**src/rtl/shift_pkg.sv**
```systemverilog
`default_nettype none
// ============================================================================
// Module      : shift_pkg
// Description : Shared op codes and FSM state encodings for the iterative
//               shifter (shift_unit_iter) and its single-step datapath.
// Revision    : 1.0 - initial release
// ============================================================================
package shift_pkg;

    // Shift mode encodings presented on sl_op
    localparam logic [1:0] OP_SLL = 2'b00;
    localparam logic [1:0] OP_SRL = 2'b01;
    localparam logic [1:0] OP_SRA = 2'b10;
    localparam logic [1:0] OP_ROR = 2'b11;

    // Controller states
    typedef enum logic [1:0] {
        ST_IDLE  = 2'b00,
        ST_SHIFT = 2'b01,
        ST_DONE  = 2'b10
    } state_t;

endpackage : shift_pkg
`default_nettype wire

```
**src/rtl/shift_step.sv**
```systemverilog
`default_nettype none
// ============================================================================
// Module      : shift_step
// Description : Combinational single-step shifter. Shifts the operand by
//               k = 0..STEP positions according to op, applying the
//               mode-specific fill. Rotate-right hardware exists only when
//               SHIFT_UNIT_ROTATE_EN is defined; otherwise op 11 acts as SRL.
// Revision    : 1.0 - initial release
// ============================================================================
module shift_step
    import shift_pkg::*;
#(
    parameter int WIDTH = 32,
    parameter int STEP  = 1,
    localparam int KW   = $clog2(STEP) + 1
) (
    input  logic [WIDTH-1:0] in,
    input  logic [1:0]       op,
    input  logic [KW-1:0]    k,
    output logic [WIDTH-1:0] out
);

`ifdef SHIFT_UNIT_ROTATE_EN
    localparam int AW = $clog2(WIDTH) + 1;
    // Left-shift distance that brings the bits dropped off the LSB to the MSB.
    // k=0 gives a distance of WIDTH, which yields zero and leaves 'in' intact.
    logic [AW-1:0] w_rot_dist;
    assign w_rot_dist = AW'(WIDTH) - AW'(k);
`endif

    // Mode-dependent shift of the working value by k positions
    always_comb begin
        out = in;
        case (op)
            OP_SLL:  out = in << k;
            OP_SRL:  out = in >> k;
            OP_SRA:  out = WIDTH'($signed(in) >>> k);
`ifdef SHIFT_UNIT_ROTATE_EN
            OP_ROR:  out = (in >> k) | (in << w_rot_dist);
`else
            OP_ROR:  out = in >> k;
`endif
            default: out = in;
        endcase
    end

endmodule : shift_step
`default_nettype wire

```
**src/rtl/shift_unit_iter.sv**
```systemverilog
`default_nettype none
// ============================================================================
// Module      : shift_unit_iter
// Description : Iterative shifter for the MIPS datapath. Accepts an operand,
//               mode and amount under a start/busy/done handshake and shifts
//               STEP positions per clock until the amount is consumed.
//               Optional macro: SHIFT_UNIT_ROTATE_EN enables rotate-right on
//               op 11 (otherwise op 11 is a logical right shift).
// Revision    : 1.0 - initial release
// ============================================================================
module shift_unit_iter
    import shift_pkg::*;
#(
    parameter int WIDTH = 32,
    parameter int STEP  = 1
) (
    input  logic                       clk,
    input  logic                       rst,
    input  logic                       start,
    input  logic [1:0]                 sl_op,
    input  logic [$clog2(WIDTH)-1:0]   sl_shamt,
    input  logic [WIDTH-1:0]           sl_input,
    output logic                       busy,
    output logic                       done,
    output logic [WIDTH-1:0]           sl_output
);

    localparam int SHAMT_W = $clog2(WIDTH);
    localparam int KW      = $clog2(STEP) + 1;
    // Wide enough to hold both STEP and any remaining count without overflow
    localparam int CW      = SHAMT_W + 1;

    state_t               r_state;
    state_t               w_next;
    logic [WIDTH-1:0]     r_work;
    logic [SHAMT_W-1:0]   r_rem;
    logic [1:0]           r_op;
    logic [CW-1:0]        w_k_wide;
    logic [KW-1:0]        w_k;
    logic [SHAMT_W-1:0]   w_rem_after;
    logic [WIDTH-1:0]     w_step_out;

    // This cycle's step size: the smaller of STEP and what is left to shift
    always_comb begin
        w_k_wide    = (CW'(r_rem) >= CW'(STEP)) ? CW'(STEP) : CW'(r_rem);
        w_k         = w_k_wide[KW-1:0];
        w_rem_after = r_rem - SHAMT_W'(w_k_wide);
    end

    shift_step #(
        .WIDTH (WIDTH),
        .STEP  (STEP)
    ) u_step (
        .in  (r_work),
        .op  (r_op),
        .k   (w_k),
        .out (w_step_out)
    );

    // State register plus operand/counter datapath
    always_ff @(posedge clk) begin
        if (rst) begin
            r_state <= ST_IDLE;
            r_work  <= '0;
            r_rem   <= '0;
            r_op    <= OP_SLL;
        end else begin
            r_state <= w_next;
            case (r_state)
                ST_IDLE: begin
                    if (start) begin
                        r_work <= sl_input;
                        r_op   <= sl_op;
                        r_rem  <= sl_shamt;
                    end
                end
                ST_SHIFT: begin
                    r_work <= w_step_out;
                    r_rem  <= w_rem_after;
                end
                default: ;
            endcase
        end
    end

    // Next-state decode and handshake outputs
    always_comb begin
        w_next = r_state;
        busy   = 1'b1;
        done   = 1'b0;
        case (r_state)
            ST_IDLE: begin
                busy = 1'b0;
                if (start) begin
                    w_next = (sl_shamt != '0) ? ST_SHIFT : ST_DONE;
                end
            end
            ST_SHIFT: begin
                w_next = (w_rem_after == '0) ? ST_DONE : ST_SHIFT;
            end
            ST_DONE: begin
                done   = 1'b1;
                w_next = ST_IDLE;
            end
            default: begin
                w_next = ST_IDLE;
            end
        endcase
    end

    assign sl_output = r_work;

endmodule : shift_unit_iter
`default_nettype wire

```
**config.mk**
```make
export PLATFORM = sky130hd
export DESIGN_NAME = shift_unit_iter
export DESIGN_NICKNAME = d
export VERILOG_FILES = /design/src/rtl/shift_pkg.sv /design/src/rtl/shift_step.sv /design/src/rtl/shift_unit_iter.sv
export SDC_FILE = /design/constraint.sdc
export NUM_CORES = 1
export LEC_CHECK = 0
export ABC_AREA = 1
export BUFFER_PORTS_ARGS = -buffer_cell sky130_fd_sc_hd__buf_4
export CORE_MARGIN = 10
export CORE_UTILIZATION = 53
export DETAILED_ROUTE_END_ITERATION = 8
export PLACE_DENSITY_LB_ADDON = 0.12
export SLEW_MARGIN = 20
export SYNTH_ARGS = -nofsm -noshare
export SYNTH_HDL_FRONTEND = slang
export SYNTH_HIERARCHICAL = 1
export SYNTH_SLANG_ARGS = --single-unit
```
**constraint.sdc**
```tcl
create_clock -name clk -period 2.1 [get_ports clk]
set_clock_uncertainty 0.05 [all_clocks]
set_input_delay 0.105 -clock clk [delete_from_list [all_inputs] [get_ports clk]]
set_output_delay 0.105 -clock clk [all_outputs]
set_load 0.005 [all_outputs]
```
==> results.md, run 1 <==
* Layout cell share with drive strength beyond 1 at 18.75%
* CTS tree: built
* CTS Hold Buffers Added at 0
* # IOs at 76
* Synth Area in Simple Gates at 38.06%
* Cells after synthesis at 467
* Power density cells at 774.8 mW/mm2
* Final Hold Vio Count at 0
* Worst-path maximum fanout at 5
* Met2 Use GR at 29.86%
* Total grt overflow at 0
* Mux share of post-synthesis cell area at 0%
* VDD IR max at 0.3936 mV
* Vias at 3086
* RD Place Congestion at 0.8142
* Starting Density at 54.24%
* Worst reg2reg setup slack at 0.27 ns
* Pin count of the biggest net entering global routing at 41
* Syn Nets at 511
* N_diodes at 0
* Critical Path AT at 1.96 ns
* Global-route wire length before repair at 12810 um
* GRT Total Usage at 17.62%
* Initial antenna violation count at 0
* Prevailing post-synth register cell: dfxtp_1
* Clock Pin Slew Worst Setup and Hold Paths at 0.08 ns
* CTS Buffer Depth at 2
* Unique masters post-synth at 20
* Largest family of logic cells by synthesized area: simple AND/OR/NAND/NOR gates
* Post-synth EDFFs at 0
* Antenna-violating nets left at 0
* CTS root buf: clkbuf_8
* Die Span X at 91.84 um
* Drt wl/cell at 12.30 um
* Startpoint Class: register
* FFs w/ async S/R, synth at 0%
* Ys Warns at 6
* Worst Hold Class: input pin to register
* PostCTS Resize Cnt at 0
* Dpl hpwl at 5306 um
* Fin util at 66.38%
* Post-synthesis adder-cell area fraction at 0.9149%
* Final WL at 7355 um
* Max Cap Violations at 0
* FP Rows at 26
* CTS Buf Count at 5
* Post-DP Area at 0.003261 mm2
* Vias per cell at 5.161
* Post-Syn Area at 0.002735 mm2
* H-tree Lvls at 2
* Port bufs at 75
* Slew headroom at 63.60%
* Die H at 91.84 um
* Post-Synth XOR/XNOR Area at 0%
* Min Tclk post-route at 1.826 ns
* LEAKAGE at 1.771 nW
* Design area at 0.003347 mm2
* Final setup viols at 0
* Register area share after synthesis at 30.01%
* Seq cells post-synth at 41
* Compound-Gate Fraction of Synth Area at 17.15%
* Clock Latency Late Sink at 0.29 ns
* CTS sink cnt at 41
* Area delta synth->final at 22.37%
* Met3 usage at 4.401%
* Slew @ Worst Pin at 0.5452 ns
* Final #Nets at 572
* Final max-slew violation count at 0
* Die area at 0.008434 mm2
* FMAX at 0.5476 GHz
* Global route hottest layer: met2
* Setup_tns at 0 ns
* DRC violations left at 0
* Postcts setup bufs at 0
* Vias in the first global route at 2808
* Met1 Usage GRT at 21.65%
* Initial DRC Count at 245
* Syn avg cell area at 5.857 um2
* CP Capture Type: register
* RSZ-0062 raised after global routing: no
* Tcrit/Tclk final at 86.96%
* Outcome: finished clean
* Pre-antenna DRT Iters at 4
* CP Class: register to register
* Crit path required time at 2.23 ns
* Total core area at 0.005042 mm2
==> cell usage in the layout (no fill, tap or decap), drive strengths merged <==
cell    netlist  routed
nand2       210     210
o22ai         2       2
ha            2       2
inv          47      47
nor2         12      12
clkbuf        7       7
nand4         2       2
nand3        36      36
nor3          1       1
a31oi        33      33
o21ai        44      44
a21oi         6       6
dfxtp        41      41
buf          24      85
==> worst max-delay path: stages, from the launching register on <==
cell and delay, ns:
dfxtp_1 0.39, nor2_1 0.09, nand4_1 0.14, nand2_1 0.13, ha_1 0.24, nor2_1 0.17, nand2_1 0.07, nand2_1 0.05
nand2_1 0.06, nor2_1 0.13, nand2_1 0.07, nand2_1 0.07, a21oi_1 0.06
==> power by group <==
group | internal (W) | total, W | switching [W]
Combinational | 0.000433 | 0.00106 | 0.000626
Clock | 0.000261 | 0.000531 | 0.000270
Sequential | 0.000890 | 0.00100 | 0.000114
Total | 0.00158 | 0.00259 | 0.00101
==> worst paths after layout <==
path / start / end / depth (start not counted)
worst max-delay path: r_rem[1]$_SDFFE_PP0P_ / r_state[0]$_SDFFE_PP0P_ / 12
worst min-delay path: sl_input[5] / sl_output[5]$_SDFFE_PP0P_ / 3
worst max register to register: r_rem[1]$_SDFFE_PP0P_ / r_state[0]$_SDFFE_PP0P_ / 12
worst min register to register: r_op[0]$_SDFFE_PP0P_ / r_op[0]$_SDFFE_PP0P_ / 2
==> layer usage <==
metal,part of all wire [%],wire length [um],up-vias
li1,-,-,1617
met1,46,3377,1380
met2,48,3502,82
met3,5.5,402,7
met4,0.99,73,0
met5,0,0,-
==> layout make-up <==
type	instances	area, um2
inverters	47	176.4
well taps	70	87.58
repair buffers	85	638.1
flip-flops and latches	41	820.8
multi-input cells	348	1538
clock buffers	7	86.33
fillers	480	1695
==> registers in the layout, indices dropped and copies added, names as in the netlist <==
register,cells
r_op,2
r_rem,5
r_state,2
sl_output,32
==> synth_stat cells (3+ instances only) <==
| cell | number | area [um2] |
|---|---|---|
| nand3_1 | 36 | 180.2 |
| buf_4 | 5 | 37.54 |
| buf_2 | 12 | 60.06 |
| inv_2 | 3 | 11.26 |
| o21ai_1 | 25 | 125.1 |
| o21ai_0 | 19 | 95.09 |
| nor2_1 | 10 | 37.54 |
| inv_1 | 44 | 165.2 |
| dfxtp_1 | 41 | 820.8 |
| a21oi_1 | 6 | 30.03 |
| a31oi_1 | 33 | 206.5 |
| nand2_1 | 208 | 780.8 |
| clkbuf_1 | 7 | 26.28 |
| buf_6 | 7 | 78.83 |
==> kinds of logic (layout without fill, tap and decap cells) <==
logic type,Yosys count,in the layout
buffers and inverters,78,139
adder cells (fa/ha/maj),2,2
AND/OR/NAND/NOR,261,261
flip-flops,41,41
AO/OA/AOI/OAI,85,85
==> through the flow <==
stage          hold WS [ns]  power, W  instances  setup slack [ns]
3_3_place_gp         0.3183  0.002061        591            0.3891
4_1_cts             0.02057  0.002615        598            0.2949
3_5_place_dp         0.3333  0.002082        591            0.3190
6_report            0.02547  0.002593        598            0.2738
2_1_floorplan        0.2159  0.001780        467            0.5752
5_1_grt             0.01775  0.002814        598           0.03123
(Power assumes the default switching activity.)
==> run 2: changes to the inputs <==
- CORE_UTILIZATION: 53 -> 48
- clock period: 2.1 -> 1.6 ns (I/O delays scaled with it)
==> run 2 against run 1 <==
  * The run now ends with setup timing left
  * Clock power grew 29%
  * Global-route usage shrank 0.14 points
  * Core utilization grew 5.9 points
  * Die area grew 8.1%
  * Sequential cell count is the same
  * Sequential power grew 35%
  * Wire length grew 21%
  * Non-clock buffer count grew 29
  * Critical path depth shrank 1
  * First-iteration DRC count shrank 24%
==> results.md, run 2 (synthesized netlist as in run 1, its figures left out) <==
* FMAX at 0.6136 GHz (+12%)
* H-tree Lvls at 2 (unchanged)
* Failing checks: setup timing
* Largest register FFs at 32 (unchanged)
* RD Place Congestion at 0.8226 (+1.0%)
* Total grt overflow at 0 (unchanged)
* Max incr delay on CP at 0.34 ns (-0.05 ns)
* CTS Buffer Depth at 2 (unchanged)
* CTS Buf Count at 5 (unchanged)
* Vias at 3304 (+7.1%)
* Register Area at 827.0 um2 (+0.76%)
* Min Tclk post-route at 1.630 ns (-0.1966 ns)
* GRT Total Usage at 17.48% (-0.14 points)
* Critical path's slowest cell: dfxtp_2
* Global-route wire length before repair at 13310 um (+3.9%)
* Die H at 95.49 um (+4.0%)
* Slew @ Worst Pin at 0.3703 ns (-0.1749 ns)
* Worst setup margin at -0.02961 ns (-0.3034 ns)
* DRC violations left at 0 (unchanged)
* Tcrit/Tclk final at 101.9% (+15 points)
* Area delta synth->final at 45.52%
* Clock Latency Late Sink at 0.29 ns (about the same)
* Initial DRC Count at 187 (-24%)
* Footprint of the multi-input gates at 0.001773 mm2 (+15%)
* Dpl hpwl at 5567 um (+4.9%)
* Commonest non-fill, non-tap cell in the layout: nand2_1
* VDD IR max at 0.5609 mV (+42%)
* CP Class: register to register
* Critical Path AT at 1.76 ns (-0.20 ns)
* Max Cap Violations at 0 (unchanged)
* CP Capture Type: register
* Final setup viols at 9 (+9)
* Die area at 0.009117 mm2 (+8.1%)
* Worst Hold Class: input pin to register
* Final Hold Vio Count at 0 (unchanged)
* RSZ-0062 raised after global routing: yes
* Pin count of the biggest net entering global routing at 41 (unchanged)
* Initial antenna violation count at 0 (unchanged)
* N_diodes at 0 (unchanged)
* Drt wl/cell at 14.08 um (+14%)
* Number of fillers in the final layout at 474 (-1.3%)
* Die Span X at 95.49 um (+4.0%)
* Final WL at 8868 um (+21%)
* Commonest non-fill, non-tap cells in the layout: nand2_1, buf_4, dfxtp_1
* Worst-path maximum fanout at 9 (+4)
* Startpoint Class: register
* CTS tree: built
* CTS root buf: clkbuf_8
* FP Rows at 27 (+3.8%)
* Clock Pin Slew Worst Setup and Hold Paths at 0.08 ns (about the same)
* Starting Density at 49.67% (-4.6 points)
* Total core area at 0.005507 mm2 (+9.2%)
* # IOs at 76 (unchanged)
* Final #Nets at 601 (+5.1%)
* CP Cell Sequence: nor2_4 -> nand4_1 -> buf_4 -> buf_6 -> buf_8 -> nand2_1 -> inv_1 -> nand2_1 -> nand3_1 -> nand2_1 -> a31oi_1
* Tot Pwr at 0.004126 W (+59%)
* Layout cell share with drive strength beyond 1 at 35.13% (+16 points)
* Crit path required time at 1.73 ns (-0.50 ns)
* CTS sink cnt at 41 (unchanged)
* Vias per cell at 5.244 (+1.6%)
* Slew headroom at 75.31% (+12 points)
* Outcome: finished, violations left
* WHS at 0.005284 ns (-0.02019 ns)
* Antenna-violating nets left at 0 (unchanged)
* CP dominant cell by count: nand2_1
* Port bufs at 75 (unchanged)
* LEAKAGE at 2.040 nW (+15%)
* Final max-slew violation count at 0 (unchanged)
* Pre-antenna DRT Iters at 5 (+1)
* Vias in the first global route at 3007 (+7.1%)
* Power density cells at 1037 mW/mm2 (+34%)
run 2: changes by cell type in the layout (fill, tap and decap cells not counted), sizes merged:
| cell | delta |
|---|---|
| buf | +21 |
| clkbuf | +4 |
| clkinv | +1 |
| dlygate4sd3 | +5 |
| inv | -1 |
run 2: through the flow:
| step | cell area (um2) | instances | setup WS [ns] | util (%) | setup TNS [ns] |
|---|---|---|---|---|---|
| after floorplan | 2735 | 467 | 0.07520 | - | 0 |
| after global placement | 3401 | 603 | -0.03057 | 61.76 | -0.05858 |
| after detailed placement | 3401 | 603 | -0.1113 | 61.76 | -0.2099 |
| after CTS | 3561 | 617 | -0.04719 | 64.67 | -0.04719 |
| after global routing | 3980 | 630 | -0.1131 | 72.28 | -2.623 |
| final | 3980 | 630 | -0.02961 | 72.28 | -0.1499 |
run 2: area by class of cell:
cell class	instances	area share, %
repair buffers	114	25.59
multi-input cells	348	44.55
clock buffers	8	2.012
well taps	72	2.263
flip-flops and latches	41	20.78
inverters	47	4.810
run 2: where the power goes:
part / internal (W) / switching, W / total (W)
Clock: 0.000311 / 0.000375 / 0.000686
Combinational: 0.000995 / 0.00109 / 0.00209
Sequential: 0.00117 / 0.000179 / 0.00135
run 2: critical path, delay by kind of cell, from the launching register on:
kind | cells | cell delay, ns
flip-flops | 1 | 0.34
buffers and inverters | 4 | 0.50
AND/OR/NAND/NOR | 6 | 0.56
AO/OA/AOI/OAI | 1 | 0.07
run 2: worst paths after layout:
| path | start | to | slack, ns | cells past startpoint |
|---|---|---|---|---|
| worst max register to register | r_rem[2]$_SDFFE_PP0P_ | sl_output[26]$_SDFFE_PP0P_ | -0.03 | 11 |
| worst min-delay path | sl_input[22] | sl_output[22]$_SDFFE_PP0P_ | 0.005 | 3 |
| worst max-delay path | r_rem[2]$_SDFFE_PP0P_ | sl_output[26]$_SDFFE_PP0P_ | -0.03 | 11 |
| worst min register to register | r_rem[0]$_SDFFE_PP0P_ | r_rem[0]$_SDFFE_PP0P_ | 0.48 | 2 |
run 2: what timing repair did:
action                                 4_1_cts  5_1_grt
endpoints found under the hold margin        4        1
resized for setup                           11       89
setup buffers                                2       10
cloned                                       0        3
pin swaps                                    8       47
hold buffers                                 4        1
setup endpoints to repair                   20       36
run 2: per-layer routing:
layer	wire, um	vias up	track usage, %
met2	4422	120	31.02
met3	668	11	5.027
met5	0	-	0
met4	104	0	4.545
li1	-	1679	-
met1	3672	1494	20.08
==> run 3: changes to the inputs <==
- ABC_AREA: 1 -> 0
==> run 3 against run 2 <==
  * The flow still finishes with violations (setup timing)
  * Count of clock-buffer cells in the layout shrank 1
  * Wire length decreased by 6.6%
  * Non-clock buffer count is 5 lower
  * Cell area fell by 2.4%
  * Hold slack gained 0.054 ns
  * Fmax fell by 9.8%
  * First-iteration DRC count down 2.1%
  * Global-route usage down 1.4 points
  * Sequential cell count unchanged
  * Power is 2.7% lower
  * Largest power group unchanged
  * Via count down 13%
  * Clock power rose by 13%
==> results.md, run 3 <==
* Power density cells at 1034 mW/mm2 (-0.28%)
* Post-Syn Area at 0.002831 mm2 (+3.5%)
* Tcrit/Tclk final at 112.9% (+11 points)
* CTS tree: built
* Die H at 96.81 um (+1.4%)
* Syn avg cell area at 8.136 um2 (+39%)
* Dpl hpwl at 5385 um (-3.3%)
* Initial antenna violation count at 0 (unchanged)
* Worst setup margin at -0.2069 ns (-0.1773 ns)
* CP Capture Type: register
* Vias at 2890 (-13%)
* Critical Path AT at 1.93 ns (+0.17 ns)
* Clock Latency Late Sink at 0.30 ns (about the same)
* H-tree Lvls at 2 (unchanged)
* RSZ-0062 raised after global routing: yes
* Final WL at 8287 um (-6.6%)
* Unique masters post-synth at 40 (+100%)
* N_diodes at 0 (unchanged)
* Pint at 0.002585 W (+4.3%)
* Antenna-violating nets left at 0 (unchanged)
* Pre-antenna DRT Iters at 4 (-1)
* VDD IR max at 0.7306 mV (+30%)
* Setup_tns at -2.450 ns (-2.300 ns)
* Initial DRC Count at 183 (-2.1%)
* Count leader, synth: nor2_1
* Final #Nets at 472 (-21%)
* Global-route wire length before repair at 13240 um (-0.52%)
* Cells after synthesis at 348 (-25%)
* Final Hold Vio Count at 0 (unchanged)
* FP Rows at 27 (unchanged)
* LEAKAGE at 1.614 nW (-21%)
* Starting Density at 50.49% (+0.82 points)
* CTS sink cnt at 41 (unchanged)
* Worst Hold End: r_rem[3]$_SDFFE_PP0P_
* Area delta synth->final at 37.16%
* Worst-path maximum fanout at 7 (-2)
* Worst r2r path cells at 8 (-3)
* Min-delay src: sl_shamt[3]
* Synth area leader: dfxtp_1
* Slew headroom at 70.01% (-5.3 points)
* Max Cap Violations at 0 (unchanged)
* Prevailing post-synth register cell: dfxtp_1
* Syn Nets at 392 (-23%)
* Hold path depth at 3 (unchanged)
* Slew @ Worst Pin at 0.4498 ns (+0.07949 ns)
* Drt wl/cell at 16.54 um (+18%)
* R2R Path Start: r_rem[3]$_SDFFE_PP0P_
* CTS Buf Count at 5 (unchanged)
* Largest register FFs at 32 (unchanged)
* RR Endpoint: sl_output[27]$_SDFFE_PP0P_
* CTS Buffer Depth at 2 (unchanged)
* Die area at 0.009371 mm2 (+2.8%)
* P_sw at 0.001430 W (-13%)
* Post-synth EDFFs at 0 (unchanged)
* Synth top area share at 28.99% (-1.0 points)
* Fin util at 69.25% (-3.0 points)
* # IOs at 76 (unchanged)
* Total core area at 0.005608 mm2 (+1.8%)
* Top cells by count, synth: nor2_1, dfxtp_1, a211oi_1
* Commonest non-fill, non-tap cell in the layout: buf_4
* Worst reg2reg setup slack at -0.21 ns (-0.18 ns)
* Total grt overflow at 0 (unchanged)
* Part of the power in registers at 33.8% (+1.0 points)
* Commonest non-fill, non-tap cells in the layout: buf_4, nor2_1, dfxtp_1
* Pre-CTS setup slack at -0.1044 ns (+0.006975 ns)
* CTS root buf: clkbuf_8
* FMAX at 0.5534 GHz (-9.8%)
* Die Span X at 96.81 um (+1.4%)
* Clock group share of total power at 19.3% (+2.7 points)
* Worst Hold Class: input pin to register
* Ys Warns at 6 (unchanged)
* Min Tclk post-route at 1.807 ns (+0.1773 ns)
* Seq cells post-synth at 41 (unchanged)
* Switching Share at 35.62% (-4.3 points)
* Startpoint Class: register
* DRC violations left at 0 (unchanged)
* Crit path required time at 1.72 ns (about the same)
* CP Class: register to register
* Failing checks: setup timing
* RD Place Congestion at 0.8670 (+5.4%)
* Comb power frac at 46.9% (-3.7 points)
* Vias per cell at 5.768 (+10%)
* Layout cell share with drive strength beyond 1 at 34.27% (-0.86 points)
* Final max-slew violation count at 0 (unchanged)
* Final setup viols at 34 (+25)
* Pin count of the biggest net entering global routing at 65 (+59%)
* Vias in the first global route at 2678 (-11%)
* FFs w/ async S/R, synth at 0% (unchanged)
* Clock Pin Slew Worst Setup and Hold Paths at 0.09 ns (about the same)
* GRT Total Usage at 16.07% (-1.4 points)
* Port bufs at 75 (unchanged)
* Outcome: finished, violations left
* Top cells by area, synth: dfxtp_1, mux2i_1, or3b_1
* Register area share after synthesis at 28.99% (-1.0 points)
* Worst setup path startpoint: r_rem[3]$_SDFFE_PP0P_
* WHS at 0.05894 ns (+0.05366 ns)
run 3: worst max path at each step:
| stage | cells past startpoint | end | slack, ns |
|---|---|---|---|
| after global placement | 6 | sl_output[0]$_SDFFE_PP0P_ | -0.04 |
| after global routing | 7 | sl_output[27]$_SDFFE_PP0P_ | -0.31 |
| after CTS | 6 | sl_output[4]$_SDFFE_PP0P_ | -0.09 |
| final | 8 | sl_output[27]$_SDFFE_PP0P_ | -0.21 |
| after detailed placement | 6 | sl_output[0]$_SDFFE_PP0P_ | -0.10 |
| after floorplan | 5 | r_state[1]$_SDFFE_PP0P_ | -0.03 |
run 3: kinds of logic after synthesis:
group,after synthesis,share of synthesized area (%)
simple gates,120,23.86
compound gates,111,25.54
flops,41,28.99
buf+inv,40,8.750
fa+ha+maj,2,0.8836
xor+xnor,1,0.3094
mux,33,11.67
run 3: per-stage QoR:
stage          std cells  instance area [um2]  power, W
2_1_floorplan        348                 2853  0.002408
3_3_place_gp         484                 3520  0.002917
3_5_place_dp         484                 3520  0.002954
4_1_cts              497                 3715  0.003830
5_1_grt              501                 3884  0.004293
6_report             501                 3884  0.004015
run 3: critical path: stages, from the launching register on:
cell      delay, ns
dfxtp_4        0.37
nor4_4         0.34
nand2b_4       0.16
buf_12         0.16
buf_16         0.13
nor2_4         0.12
a31oi_4        0.03
mux2i_1        0.20
a211oi_1       0.11
run 3: what timing repair did:
action / CTS / global route
hold buffers: 2 / 0
endpoints found under the hold margin: 2 / 0
endpoints found under the setup margin: 33 / 37
cloned: 1 / 1
resized for setup: 11 / 22
buffers inserted: 2 / 3
pin swaps: 10 / 10
run 3: power groups by stage:
stage / combinational (W) / sequential (W) / clock (W)
2_1_floorplan: 0.00107 / 0.00134 / 0
3_3_place_gp: 0.00157 / 0.00135 / 0
3_5_place_dp: 0.00160 / 0.00135 / 0
4_1_cts: 0.00170 / 0.00134 / 0.000791
5_1_grt: 0.00207 / 0.00139 / 0.000842
6_report: 0.00188 / 0.00136 / 0.000776
run 3: cell type report:
type,instances,area (um2)
clock inverter,1,5.005
inverter,4,15.01
multi-input combinational,267,1893
tap,72,90.09
clock buffer,7,96.34
sequential,41,837.1
timing repair buffer,109,947.2
fill,464,1724
run 3: layer usage:
layer | up-vias | GRT usage [%] | part of all wire [%]
met1 | 1363 | 20.16 | 45
met2 | 69 | 26.69 | 50
li1 | 1453 | - | -
met3 | 5 | 4.542 | 4.9
met5 | - | 0 | 0
met4 | 0 | 3.044 | 0.48
